===== src/rtl/fx2_fifo_ctrl_if.sv =====
// Stream side of the FX2 slave-FIFO controller.
// rx_*: words read from EP2; tx_*: words written to EP6.
interface fx2_fifo_ctrl_if;
  logic [15:0] rx_data;
  logic        rx_valid;
  logic        rx_ready;
  logic [15:0] tx_data;
  logic        tx_last;
  logic        tx_valid;
  logic        tx_ready;

  modport master (
    output rx_data,
    output rx_valid,
    input  rx_ready,
    input  tx_data,
    input  tx_last,
    input  tx_valid,
    output tx_ready
  );

  modport slave (
    input  rx_data,
    input  rx_valid,
    output rx_ready,
    output tx_data,
    output tx_last,
    output tx_valid,
    input  tx_ready
  );
endinterface


===== src/rtl/fx2_fifo_ctrl.sv =====
// FX2 slave-FIFO controller: arbitrates FD between EP2 OUT and EP6 IN.
// Ports: ifclk/resetb, fx2_* pins, strm = rx/tx valid-ready streams.
module fx2_fifo_ctrl #(
  parameter int BURST_MAX = 256
) (
  input  logic        ifclk,
  input  logic        resetb,
  input  logic [2:0]  fx2_flags,
  input  logic [15:0] fx2_fd_in,
  output logic [15:0] fx2_fd_out,
  output logic        fx2_fd_oe,
  output logic        fx2_sloe_b,
  output logic        fx2_slrd_b,
  output logic        fx2_slwr_b,
  output logic        fx2_pktend_b,
  output logic [1:0]  fx2_fifo_addr,
  fx2_fifo_ctrl_if.master strm
);

  localparam int CW = $clog2(BURST_MAX + 1);
  localparam logic [CW-1:0] CMAX = CW'(BURST_MAX);

  typedef enum logic [2:0] {
    S_IDLE,
    S_RD_SETUP,
    S_RD,
    S_WR_SETUP,
    S_WR,
    S_PKTEND
  } state_t;

  state_t r_state, w_state;
  logic          r_ph, w_ph;
  logic [CW-1:0] r_cnt, w_cnt;
  logic          r_lg, w_lg;
  logic          r_last, w_last;
  logic          r_sloe, w_sloe;
  logic          r_slrd, w_slrd;
  logic          r_slwr, w_slwr;
  logic          r_pkt, w_pkt;
  logic [1:0]    r_addr, w_addr;
  logic          r_oe, w_oe;
  logic [15:0]   r_fdo, w_fdo;
  logic [15:0]   r_rxd, w_rxd;
  logic          r_rxv, w_rxv;

  logic          w_rx_req;
  logic          w_tx_req;
  logic          w_cmax;
  logic [CW-1:0] w_cinc;
  logic          w_unused;

  assign w_unused = fx2_flags[2];
  assign w_rx_req = fx2_flags[0]
                  & (~r_rxv | strm.rx_ready);
  assign w_tx_req = strm.tx_valid & fx2_flags[1];
  assign w_cmax   = (r_cnt == CMAX);
  assign w_cinc   = w_cmax ? r_cnt : r_cnt + 1'b1;

  assign strm.tx_ready = (r_state == S_WR) & ~r_ph
                       & w_tx_req & ~w_cmax;
  assign strm.rx_data  = r_rxd;
  assign strm.rx_valid = r_rxv;

  assign fx2_fd_out    = r_fdo;
  assign fx2_fd_oe     = r_oe;
  assign fx2_sloe_b    = r_sloe;
  assign fx2_slrd_b    = r_slrd;
  assign fx2_slwr_b    = r_slwr;
  assign fx2_pktend_b  = r_pkt;
  assign fx2_fifo_addr = r_addr;

  always_comb begin
    w_state = r_state;
    w_ph    = r_ph;
    w_cnt   = r_cnt;
    w_lg    = r_lg;
    w_last  = r_last;
    w_sloe  = r_sloe;
    w_slrd  = 1'b1;
    w_slwr  = 1'b1;
    w_pkt   = 1'b1;
    w_addr  = r_addr;
    w_oe    = r_oe;
    w_fdo   = r_fdo;
    w_rxd   = r_rxd;
    w_rxv   = r_rxv;
    if (r_rxv && strm.rx_ready)
      w_rxv = 1'b0;
    unique case (r_state)
      S_IDLE: begin
        // r_lg = 1 means TX had the last grant
        if (w_rx_req && (!w_tx_req || r_lg)) begin
          w_state = S_RD_SETUP;
          w_lg    = 1'b0;
          w_cnt   = '0;
        end else if (w_tx_req) begin
          w_state = S_WR_SETUP;
          w_lg    = 1'b1;
          w_cnt   = '0;
        end
      end
      S_RD_SETUP: begin
        w_addr  = 2'b00;
        w_sloe  = 1'b0;
        w_oe    = 1'b0;
        w_ph    = 1'b0;
        w_state = S_RD;
      end
      S_RD: begin
        if (!r_ph) begin
          if (!fx2_flags[0] || w_cmax
              || (r_rxv && !strm.rx_ready)) begin
            w_state = S_IDLE;
            w_sloe  = 1'b1;
          end else begin
            w_slrd = 1'b0;
            w_ph   = 1'b1;
          end
        end else begin
          w_rxd = fx2_fd_in;
          w_rxv = 1'b1;
          w_cnt = w_cinc;
          w_ph  = 1'b0;
        end
      end
      S_WR_SETUP: begin
        w_sloe  = 1'b1;
        w_addr  = 2'b10;
        w_oe    = 1'b1;
        w_ph    = 1'b0;
        w_state = S_WR;
      end
      S_WR: begin
        if (!r_ph) begin
          if (!w_tx_req || w_cmax) begin
            w_state = S_IDLE;
            w_oe    = 1'b0;
          end else begin
            w_fdo  = strm.tx_data;
            w_slwr = 1'b0;
            w_last = strm.tx_last;
            w_ph   = 1'b1;
          end
        end else begin
          w_cnt = w_cinc;
          w_ph  = 1'b0;
          // commit needs no FIFO space, so no flag check
          if (r_last) begin
            w_state = S_PKTEND;
            w_pkt   = 1'b0;
          end
        end
      end
      S_PKTEND: begin
        w_state = S_IDLE;
        w_oe    = 1'b0;
      end
      default: w_state = S_IDLE;
    endcase
  end

  always_ff @(posedge ifclk or negedge resetb) begin
    if (!resetb) begin
      r_state <= S_IDLE;
      r_ph    <= 1'b0;
      r_cnt   <= '0;
      r_lg    <= 1'b1;
      r_last  <= 1'b0;
      r_sloe  <= 1'b1;
      r_slrd  <= 1'b1;
      r_slwr  <= 1'b1;
      r_pkt   <= 1'b1;
      r_addr  <= 2'b00;
      r_oe    <= 1'b0;
      r_fdo   <= '0;
      r_rxd   <= '0;
      r_rxv   <= 1'b0;
    end else begin
      r_state <= w_state;
      r_ph    <= w_ph;
      r_cnt   <= w_cnt;
      r_lg    <= w_lg;
      r_last  <= w_last;
      r_sloe  <= w_sloe;
      r_slrd  <= w_slrd;
      r_slwr  <= w_slwr;
      r_pkt   <= w_pkt;
      r_addr  <= w_addr;
      r_oe    <= w_oe;
      r_fdo   <= w_fdo;
      r_rxd   <= w_rxd;
      r_rxv   <= w_rxv;
    end
  end

endmodule

===== src/flat_wrapper.sv =====
// flat-port wrapper written by rule: the top's interface ports become plain ports
module fx2_fifo_ctrl_flat 
#(
  parameter int BURST_MAX = 256
)
  (ifclk, resetb, fx2_flags, fx2_fd_in, fx2_fd_out, fx2_fd_oe, fx2_sloe_b, fx2_slrd_b, fx2_slwr_b, fx2_pktend_b, fx2_fifo_addr, strm_rx_data, strm_rx_valid, strm_rx_ready, strm_tx_data, strm_tx_last, strm_tx_valid, strm_tx_ready);
  fx2_fifo_ctrl_if strm_i ();
  input  logic ifclk;
  input  logic resetb;
  input  logic [2:0] fx2_flags;
  input  logic [15:0] fx2_fd_in;
  output logic [15:0] fx2_fd_out;
  output logic fx2_fd_oe;
  output logic fx2_sloe_b;
  output logic fx2_slrd_b;
  output logic fx2_slwr_b;
  output logic fx2_pktend_b;
  output logic [1:0] fx2_fifo_addr;
  output wire logic [$bits(strm_i.rx_data)-1:0] strm_rx_data;
  output wire logic [$bits(strm_i.rx_valid)-1:0] strm_rx_valid;
  input wire logic [$bits(strm_i.rx_ready)-1:0] strm_rx_ready;
  input wire logic [$bits(strm_i.tx_data)-1:0] strm_tx_data;
  input wire logic [$bits(strm_i.tx_last)-1:0] strm_tx_last;
  input wire logic [$bits(strm_i.tx_valid)-1:0] strm_tx_valid;
  output wire logic [$bits(strm_i.tx_ready)-1:0] strm_tx_ready;
  assign strm_rx_data = strm_i.rx_data;
  assign strm_rx_valid = strm_i.rx_valid;
  assign strm_i.rx_ready = strm_rx_ready;
  assign strm_i.tx_data = strm_tx_data;
  assign strm_i.tx_last = strm_tx_last;
  assign strm_i.tx_valid = strm_tx_valid;
  assign strm_tx_ready = strm_i.tx_ready;
  fx2_fifo_ctrl #(.BURST_MAX(BURST_MAX)) u_core (.ifclk(ifclk), .resetb(resetb), .fx2_flags(fx2_flags), .fx2_fd_in(fx2_fd_in), .fx2_fd_out(fx2_fd_out), .fx2_fd_oe(fx2_fd_oe), .fx2_sloe_b(fx2_sloe_b), .fx2_slrd_b(fx2_slrd_b), .fx2_slwr_b(fx2_slwr_b), .fx2_pktend_b(fx2_pktend_b), .fx2_fifo_addr(fx2_fifo_addr), .strm(strm_i));
endmodule

===== config.mk =====
export PLATFORM = sky130hd
export DESIGN_NAME = fx2_fifo_ctrl_flat
export DESIGN_NICKNAME = d
export VERILOG_FILES = /design/src/rtl/fx2_fifo_ctrl_if.sv /design/src/rtl/fx2_fifo_ctrl.sv /design/src/flat_wrapper.sv
export SDC_FILE = /design/constraint.sdc
export NUM_CORES = 1
export LEC_CHECK = 0
export CAP_MARGIN = 20
export CORE_MARGIN = 5
export CORE_UTILIZATION = 45
export DETAILED_ROUTE_END_ITERATION = 10
export PLACE_DENSITY_LB_ADDON = 0.3
export SLEW_MARGIN = 20
export SYNTH_ARGS = -nofsm -noshare
export SYNTH_HDL_FRONTEND = slang
export SYNTH_SLANG_ARGS = --single-unit

===== constraint.sdc =====
create_clock -name ifclk -period 2.1 [get_ports ifclk]
set_clock_uncertainty 0.05 [all_clocks]
set_input_delay 0.42 -clock ifclk [delete_from_list [all_inputs] [get_ports ifclk]]
set_output_delay 0.42 -clock ifclk [all_outputs]
set_load 0.02 [all_outputs]

==> run_results.csv, run 1 <==
group,metric,value,unit
worst_setup_path,required,1.63,ns
power_and_ir_drop,peakVddDrop,0.7175,mV
drt,vias,1985,
synth,ys_ff_latch,54,
sta,rsz0062_at_grt,"true",
place,place_inst,364,
clocking,clockBufferDepth,2,
drt,viasPerCell,5.322,
drt,wl_per_cell,15.68,µm
drt,wirelength,5.850,mm
cells_and_area,final-instance-count-excl-fill,373,
grt,grt_max_degree,22,
drt,drc,0,
synth,synth.distinct_cells,50,
synth,async_flop_share,100.0,%
clocking,clk_latency,0.30,ns
worst_setup_path,critPathMaxFanout,2,
worst_setup_path,worst-r2r-cell-count,6,
worst_setup_path,reg2reg_to,"u_core.fx2_fd_out[0]$_DFFE_PN0P_",
clocking,cts_tree,"built",
synth,yosys_warnings,0,
place,pre_cts_ws,-0.4129,ns
power_and_ir_drop,power.density,1351,nW/µm²
cells_and_area,fin_util,66.05,%
floorplan,die_x,85.26,µm
grt,first_global_vias,2020,
flow_run,drv_cap,0,
place,portBuffers,78,
synth,syn_inst,202,
worst_setup_path,cp-end-kind,"output port",
clocking,cts_buffers,5,
cells_and_area,final_common_cell,"clkdlybuf4s50_1",
sta,setup_viol,1,
floorplan,dieArea,7268,µm²
floorplan,core_area,5507,µm²
place,place_congestion,0.8959,
sta,finalSetupTns,-0.01075,ns
clocking,path_clk_slew,0.10,ns
sta,hold_viol,0,
grt,track_usage,16.67,%
cells_and_area,n_antenna_cell,0,
cells_and_area,drive_gt1_share,24.92,%
synth,synth-edff-count,0,
synth,synth_fp_nets,244,
grt,antenna_found_initial,0,
worst_setup_path,reg2reg_from,"u_core.r_cnt[0]$_DFFE_PN0P_",
floorplan,pin_count,81,
clocking,cts_sinks,54,
synth,avgSynthCellArea,12.62,µm²
sta,period_needed,2.111,ns
floorplan,die-height,85.26,µm
synth,synthFlopType,"dfrtp_1",
drt,drt_first_pass_iters,4,
sta,fin_crit_sh,100.5,%
synth,ys_seq_area_share,53.26,%
worst_setup_path,worstSetupPathType,"flip-flop to output port",
worst_hold_path,hold_path.class,"flip-flop to flip-flop",
worst_setup_path,start_kind,"flip-flop",
drt,ant_nets,0,
drt,drt_iter0_markers,142,
worst_setup_path,arrival,1.64,ns
sta,final_max_slew_viol_count,0,
clocking,cts.htree.levels,2,
cells_and_area,area_growth,42.71,%
worst_setup_path,startpoint,"u_core.r_cnt[0]$_DFFE_PN0P_",
power_and_ir_drop,p_leak,1.579,nW
worst_setup_path,cp-endpoint,"strm_tx_ready",
cells_and_area,layout_common_cells,"clkdlybuf4s50_1, dfrtp_1, buf_4, mux2_2, nand2_1",
place,dp_hpwl,4.359,mm
grt,grt.overflow.total,0,
sta,max_freq,0.4738,GHz
worst_setup_path,r2r_slack,0.04,ns
grt,grt_pass1_wl,9.880,mm
synth,synth_area,2549,µm²
clocking,root_buffer,"clkbuf_8",
floorplan,initial_utilization,46.28,%
outcome,violations,"setup timing",
floorplan,fp-row-count,27,
outcome,status,"complete, but fails checks",
sta,fin_ws,-0.01075,ns
cells_and_area,nNetsFinal,342,
metrics by stage:
step / hold slack (ns) / area, µm² / power [W]
final: 0.4263 / 3637 / 0.004916
after global routing: 0.4487 / 3637 / 0.005227
after CTS: 0.4292 / 3627 / 0.004940
after detailed placement: 0.3446 / 3531 / 0.004340
after global placement: 0.3441 / 3531 / 0.004287
after floorplan: 0.07441 / 2549 / 0.003172
critical path, stage by stage (launching register included):
cell and delay (ns):
dfrtp_1 0.38, inv_2 0.05, ha_4 0.15, and4bb_4 0.20, a2111oi_4 0.35, buf_4 0.21
how the worst min path moves through the flow:
| stage | cells after the start | from | end | slack [ns] |
|---|---|---|---|---|
| floorplan | 0 | resetb | u_core.fx2_fd_oe$_DFFE_PN0P_ | 0.07 |
| global placement | 1 | resetb | u_core.strm.rx_data[13]$_DFFE_PN0P_ | 0.34 |
| detailed placement | 1 | resetb | u_core.strm.rx_data[15]$_DFFE_PN0P_ | 0.34 |
| CTS | 2 | u_core.fx2_sloe_b$_DFFE_PN1P_ | u_core.fx2_sloe_b$_DFFE_PN1P_ | 0.43 |
| global route | 2 | u_core.fx2_sloe_b$_DFFE_PN1P_ | u_core.fx2_sloe_b$_DFFE_PN1P_ | 0.45 |
| finish | 2 | u_core.fx2_sloe_b$_DFFE_PN1P_ | u_core.fx2_sloe_b$_DFFE_PN1P_ | 0.43 |
kinds of logic (layout without fill, tap and decap cells):
kind of cell | after synthesis | in the layout | synth area share (%)
fa+ha+maj | 2 | 2 | 0.9817
compound gates | 43 | 43 | 13.65
simple gates | 48 | 48 | 11.44
other cells | 1 | 1 | 0.1471
buf+inv | 21 | 120 | 4.467
flops | 54 | 54 | 53.26
mux | 33 | 33 | 16.05
flip-flops by register name, indices dropped and copies added, names as in the netlist:
signal,count
u_core.fx2_fd_out,16
u_core.r_lg,1
u_core.r_ph,1
u_core.fx2_sloe_b,1
u_core.fx2_fd_oe,1
u_core.r_cnt,9
u_core.fx2_slwr_b,1
u_core.strm.rx_valid,1
u_core.r_state,3
u_core.strm.rx_data,16
u_core.fx2_slrd_b,1
u_core.r_last,1
u_core.fx2_pktend_b,1
u_core.fx2_fifo_addr,1
report_power, final:
part	leakage, nW	internal [W]	total [W]	switching (W)
Clock	0.0456	0.000238	0.000573	0.000334
Combinational	0.857	0.00134	0.00264	0.00130
Sequential	0.677	0.00147	0.00170	0.000230
synthesized netlist by cell type, types with 2 or more instances:
cell      count  area [µm²]
inv_1         8       30.03
nand4_1       3       18.77
and2_1        4       25.02
a41oi_1       5       43.79
buf_4         2       15.01
o31ai_1       3       22.52
nor2_1        3       11.26
nand2b_1      5       31.28
buf_6         3       33.78
ha_1          2       25.02
o211ai_1      2       15.01
nand2_1      11       41.29
mux2_2       17       191.4
mux2_1        6       67.56
clkbuf_1      2       7.510
nand3_1       5       25.02
dfstp_2       5       131.4
a21oi_1       6       30.03
nor2b_1       4       25.02
nor3_1        2       10.01
a31oi_1       8       50.05
buf_1         2       7.510
mux2_4       10       150.1
buf_2         4       20.02
a221oi_1      2       17.52
dfrtp_1      49        1226
o21ai_0       4       20.02
and3_1        3       18.77
repair_timing:
item / CTS / global route
setup buffers: 0 / 0
gates resized for setup: 6 / 2
hold buffers: 1 / 0
setup endpoints to repair: 1 / 17
hold endpoints to repair: 7 / 0
cell type report:
class                   instances  area [µm²]
fillers                       434        1869
flip-flops and latches         54        1358
multi-input cells             127        1090
repair buffers                104       983.4
well taps                      72       90.09
clock buffers                   6       72.57
inverters                       8       30.03
clock inverters                 2       13.76
per-layer routing:
metal	vias up	track usage (%)	part of all wire (%)
li1	932	-	-
met1	987	21.68	43
met2	60	27.05	50
met3	6	4.369	6.3
met4	0	5.468	1.2
met5	-	0	0
Note: power is estimated with default switching activity, not from simulation.
==> run 2, diff against run 1 <==
- TNS_END_PERCENT: unset -> 30
==> results of run 2 <==
The final DEF is identical to that of run 1; final timing and power are the same.
